File: config.mk
export PLATFORM = sky130hd
export DESIGN_NAME = est_pipe_flat
export DESIGN_NICKNAME = d
export VERILOG_FILES = /design/src/rtl/est_pipe_if.sv /design/src/rtl/est_pipe.sv /design/src/flat_wrapper.sv
export SDC_FILE = /design/constraint.sdc
export NUM_CORES = 1
export LEC_CHECK = 0
export ABC_AREA = 1
export BUFFER_PORTS_ARGS = -buffer_cell sky130_fd_sc_hd__buf_2
export CAP_MARGIN = 10
export CORE_MARGIN = 4
export CORE_UTILIZATION = 60
export DETAILED_ROUTE_END_ITERATION = 12
export HOLD_SLACK_MARGIN = 0.06
export PLACE_DENSITY = 0.86
export SETUP_SLACK_MARGIN = 0.1
export SYNTH_ARGS = -nofsm -noshare
export SYNTH_HDL_FRONTEND = slang
export SYNTH_SLANG_ARGS = --single-unit
File: constraint.sdc
create_clock -name clk -period 3.5 [get_ports clk]
set_input_delay 0.7 -clock clk [delete_from_list [all_inputs] [get_ports clk]]
set_output_delay 0.7 -clock clk [all_outputs]
set_load 0.01 [all_outputs]
File: src/rtl/est_pipe_if.sv
// rtl/est_pipe_if.sv - operand-in / magnitude-out handshake bundle for est_pipe
interface est_pipe_if #(
   parameter int W = 15
);
   logic           in_valid;
   logic           in_ready;
   logic [1:0]     mode;
   logic [W-1:0]   x1;
   logic [W-1:0]   x2;
   logic           out_valid;
   logic           out_ready;
   logic [W:0]     U;
   logic [W:0]     V;
   logic           sign;
   logic           z1;
   logic           z2;

   modport master (
      output in_valid, mode, x1, x2, out_ready,
      input  in_ready, out_valid, U, V, sign, z1, z2
   );

   modport slave (
      input  in_valid, mode, x1, x2, out_ready,
      output in_ready, out_valid, U, V, sign, z1, z2
   );
endinterface

File: src/rtl/est_pipe.sv
// rtl/est_pipe.sv - two-stage operand estimator: per-transaction pass/negate/signed-auto magnitudes
module est_pipe #(
   parameter int W = 15
) (
   input  logic      clk,
   input  logic      rst_n,
   est_pipe_if.slave bus
);

   logic           r_s1_valid;
   logic [1:0]     r_s1_mode;
   logic [W-1:0]   r_s1_x1;
   logic [W-1:0]   r_s1_x2;

   logic           r_s2_valid;
   logic [W:0]     r_u;
   logic [W:0]     r_v;
   logic           r_sign;
   logic           r_z1;
   logic           r_z2;

   logic           w_s2_adv;
   logic           w_in_ready;
   logic           w_accept;
   logic           w_s1_adv;
   logic [W-1:0]   w_tu;
   logic [W-1:0]   w_tv;
   logic           w_sign;

   // Mode 01 negates unconditionally; a zero operand wraps back to zero.
   function automatic logic [W-1:0] f_mag(input logic [W-1:0] x, input logic [1:0] m);
      logic [W-1:0] neg;
      neg = ~x + {{(W-1){1'b0}}, 1'b1};
      case (m)
         2'b01:   f_mag = neg;
         2'b10:   f_mag = x[W-1] ? neg : x;
         default: f_mag = x;
      endcase
   endfunction

   // Ready path only looks at valid bits so it stays two gates deep from out_ready.
   assign w_s2_adv   = ~r_s2_valid | bus.out_ready;
   assign w_in_ready = ~r_s1_valid | w_s2_adv;
   assign w_accept   = bus.in_valid & w_in_ready;
   assign w_s1_adv   = r_s1_valid & w_s2_adv;

   assign w_tu   = f_mag(r_s1_x1, r_s1_mode);
   assign w_tv   = f_mag(r_s1_x2, r_s1_mode);
   assign w_sign = (r_s1_mode == 2'b10) & (r_s1_x1[W-1] ^ r_s1_x2[W-1]);

   always_ff @(posedge clk or negedge rst_n) begin
      if (!rst_n) begin
         r_s1_valid <= 1'b0;
         r_s1_mode  <= 2'b00;
         r_s1_x1    <= '0;
         r_s1_x2    <= '0;
      end else begin
         r_s1_valid <= w_accept | (r_s1_valid & ~w_s2_adv);
         if (w_accept) begin
            r_s1_mode <= bus.mode;
            r_s1_x1   <= bus.x1;
            r_s1_x2   <= bus.x2;
         end
      end
   end

   always_ff @(posedge clk or negedge rst_n) begin
      if (!rst_n) begin
         r_s2_valid <= 1'b0;
         r_u        <= '0;
         r_v        <= '0;
         r_sign     <= 1'b0;
         r_z1       <= 1'b0;
         r_z2       <= 1'b0;
      end else begin
         r_s2_valid <= w_s1_adv | (r_s2_valid & ~bus.out_ready);
         if (w_s1_adv) begin
            r_u    <= {1'b0, w_tu};
            r_v    <= {1'b0, w_tv};
            r_sign <= w_sign;
            r_z1   <= (w_tu == '0);
            r_z2   <= (w_tv == '0);
         end
      end
   end

   assign bus.in_ready  = w_in_ready;
   assign bus.out_valid = r_s2_valid;
   assign bus.U         = r_u;
   assign bus.V         = r_v;
   assign bus.sign      = r_sign;
   assign bus.z1        = r_z1;
   assign bus.z2        = r_z2;

endmodule
File: src/flat_wrapper.sv
// flat-port wrapper written by rule: the top's interface ports become plain ports
module est_pipe_flat 
#(
   parameter int W = 15
)
  (clk, rst_n, bus_in_valid, bus_mode, bus_x1, bus_x2, bus_out_ready, bus_in_ready, bus_out_valid, bus_U, bus_V, bus_sign, bus_z1, bus_z2);
  est_pipe_if #(.W(W)) bus_i ();
  input  logic clk;
  input  logic rst_n;
  input wire logic [$bits(bus_i.in_valid)-1:0] bus_in_valid;
  input wire logic [$bits(bus_i.mode)-1:0] bus_mode;
  input wire logic [$bits(bus_i.x1)-1:0] bus_x1;
  input wire logic [$bits(bus_i.x2)-1:0] bus_x2;
  input wire logic [$bits(bus_i.out_ready)-1:0] bus_out_ready;
  output wire logic [$bits(bus_i.in_ready)-1:0] bus_in_ready;
  output wire logic [$bits(bus_i.out_valid)-1:0] bus_out_valid;
  output wire logic [$bits(bus_i.U)-1:0] bus_U;
  output wire logic [$bits(bus_i.V)-1:0] bus_V;
  output wire logic [$bits(bus_i.sign)-1:0] bus_sign;
  output wire logic [$bits(bus_i.z1)-1:0] bus_z1;
  output wire logic [$bits(bus_i.z2)-1:0] bus_z2;
  assign bus_i.in_valid = bus_in_valid;
  assign bus_i.mode = bus_mode;
  assign bus_i.x1 = bus_x1;
  assign bus_i.x2 = bus_x2;
  assign bus_i.out_ready = bus_out_ready;
  assign bus_in_ready = bus_i.in_ready;
  assign bus_out_valid = bus_i.out_valid;
  assign bus_U = bus_i.U;
  assign bus_V = bus_i.V;
  assign bus_sign = bus_i.sign;
  assign bus_z1 = bus_i.z1;
  assign bus_z2 = bus_i.z2;
  est_pipe #(.W(W)) u_core (.clk(clk), .rst_n(rst_n), .bus(bus_i));
endmodule
==> flow_summary.ini <==
[die]
start_util_pct = 63.0
die_area_mm2 = 0.00770
design.core.area_mm2 = 0.00606
row_count = 28
dieHeight_um = 87.8
die_w_um = 87.8
io_pins = 73

[setup_path]
reg2reg_to = u_core.bus.z2
start_kind = flop
rr_worst_depth = 17
required_ns = 3.78
crit_type = flop to flop
rrSetupSlack_ns = 0.95
endpoint = u_core.bus.z2
path_max_fanout = 4
crit-reg2reg-launch = u_core.r_s1_x2[1]
arrival_ns = 2.82
endpoint_kind = flop
startpoint = u_core.r_s1_x2[1]

[synthesis]
synth_ff_type = dfrtp_1
postSynthAreaPerCell_um2 = 7.51
yosysMostFrequentCell = nand2_1
synth_area_leaders = dfrtp_1, nand2_1, nor2_1
synth_top_area_share_pct = 43.9
ys_seq_area_share_pct = 43.9
synth_common_cells = nand2_1, nor2_1, dfrtp_1
synth_area_mm2 = 0.00382
synth-async-reset-ratio_pct = 100
ys_ff_latch = 67
synth.distinct_cells = 40
synth_cells = 508
yosys.area.top_type = dfrtp_1
ys_warn_count = 0
synth-edff-count = 0

[global_route]
overflow = 0
antenna_found_initial = 0
grt_pass1_wl_mm = 16.2
grt_pass1_vias = 3357
grt_max_degree = 42
grt_usage_pct = 27.1

[sta]
worst_pin_slew_ns = 0.691
max_freq_mhz = 393
period_share_pct = 72.7
finalClockSkew_ns = 0.00970
relSlewSlack_pct = 53.8
setup_viol = 0
slew_violations = 0
rsz0062_at_grt = false
finalHoldViolations = 0
fin_crit_ns = 2.55
setup_tns_ns = 0

[placement]
dpl_cell_area_mm2 = 0.00419
post-place-cells = 640
port_buffers = 70
place_congestion = 0.908
dp_hpwl_mm = 7.39

[finish]
stdcell_count = 656
syn_to_final_growth_pct = 14.9
postLayoutCellArea_mm2 = 0.00438
num-nets-final = 618
n_antenna_cell = 0
drive_above_1_share_pct = 23.8

[flow_run]
cap_violations = 0

[run_status]
status = completed

[power]
p_int_mw = 1.57
p_comb_share_pct = 33.0
leakage_nw = 2.26
ir_drop_uv = 387
pwr_density_cell_mw_per_mm2 = 572
p_sw_mw = 0.942
power_frac_seq_pct = 42.1
clkPwrFrac_pct = 24.9
switching_share_pct = 37.5

[clock_network]
cts_tree = yes
clock-sinks = 67
cts_inserted_buffers = 9
htree_levels = 3
clkLatencyLatePin_ns = 0.33
cts-resized-gates = 0
cts_max_path_buffers = 2
cts_hold_buf = 0
cts_root_buf = clkbuf_8
clkTransAtPathRegs_ns = 0.07
post_cts_buffers = 0

[routing]
wl_mm = 9.63
wire_per_inst_um = 14.7
drc = 0
drt_iter0_markers = 289
viasPerCell = 5.53
num_vias = 3627
first_pass_iters = 5
ant_nets = 0

[hold_path]
hold_path.class = input port to async pin
-- critical path, cell delays in order, from the launching register on --
cell	delay, ns
dfrtp_1	0.41
inv_1	0.17
ha_1	0.32
nand3_4	0.14
nor2_4	0.15
nand4_1	0.11
nor2_1	0.15
ha_1	0.14
nor2_1	0.04
o22ai_1	0.25
nand2_1	0.09
nor2_1	0.14
nand2_1	0.07
nor2_1	0.09
nand2_1	0.05
nor2_1	0.09
nand2_1	0.06
nand2_1	0.05
-- registers in the layout, summed over array words and instances (netlist names) --
| name | count |
|---|---|
| u_core.bus.sign | 1 |
| u_core.r_s1_valid | 1 |
| u_core.r_s1_x1 | 15 |
| u_core.bus.V | 15 |
| u_core.bus.U | 15 |
| u_core.bus.z2 | 1 |
| u_core.r_s1_x2 | 15 |
| u_core.bus.z1 | 1 |
| u_core.bus.out_valid | 1 |
| u_core.r_s1_mode | 2 |
-- per-layer routing --
metal / part of all wire [%] / vias to the layer above / global-route usage [%]
met3: 9.4 / 9 / 5.46
met2: 42 / 173 / 39.9
met5: 0 / - / 0
met4: 0.81 / 0 / 8.65
li1: - / 1754 / -
met1: 47 / 1691 / 40.2
-- power by group through the flow --
| stage | registers (mW) | logic, mW | clock network (mW) |
|---|---|---|---|
| floorplan | 1.10 | 0.506 | 0 |
| global placement | 1.06 | 0.800 | 0 |
| detailed placement | 1.07 | 0.820 | 0 |
| CTS | 1.05 | 0.825 | 0.637 |
| global route | 1.07 | 0.934 | 0.670 |
| finish | 1.06 | 0.828 | 0.625 |
-- per-stage QoR --
step	power [mW]	utilization, %	hold slack [ns]	setup slack, ns
after floorplan	1.60	-	0.404	1.43
after global placement	1.86	69.1	0.458	1.15
after CTS	2.52	72.3	0.417	1.00
after global routing	2.68	72.3	0.441	0.666
final	2.51	72.3	0.399	0.955
after detailed placement	1.89	69.1	0.465	1.09
-- cell type report --
type / count / area, µm²
clock buffer: 11 / 141
fill: 520 / 1680
clock inverter: 5 / 52.6
tap: 75 / 93.8
sequential: 67 / 1680
timing repair buffer: 74 / 380
multi-input combinational: 367 / 1820
inverter: 57 / 215
-- cell usage in the layout, fill, tap and decap left out, types with 3 or more instances in the layout --
cell type / instances
a21oi_1: 36
nand3_1: 31
buf_2: 70
dfrtp_1: 67
nor2_4: 4
o21ai_0: 23
o21ai_1: 7
nor2_1: 70
clkinv_2: 4
inv_1: 43
clkbuf_8: 10
nand2_1: 132
mux2_2: 5
nor2_2: 6
ha_1: 6
nand2_2: 9
inv_2: 12
a31oi_1: 5
buf_4: 4
nand4_1: 6
o22ai_1: 3
-- kinds of logic after synthesis --
group / share of synthesized area (%)
AND/OR/NAND/NOR: 31.8
AO/OA/AOI/OAI: 12.3
buffers and inverters: 8.43
flip-flops: 43.9
adder cells (fa/ha/maj): 1.97
multiplexers: 1.48
other: 0.0983
-- how the worst min path moves through the flow --
stage	startpoint	end	slack (ns)
after floorplan	rst_n	u_core.bus.U[0]	0.40
after global placement	u_core.bus.U[0]	u_core.bus.U[0]	0.46
after detailed placement	u_core.bus.U[0]	u_core.bus.U[0]	0.47
after CTS	rst_n	u_core.bus.U[12]	0.42
after global routing	rst_n	u_core.bus.U[9]	0.44
final	rst_n	u_core.bus.U[9]	0.40
Power figures use the tool's default switching activity.
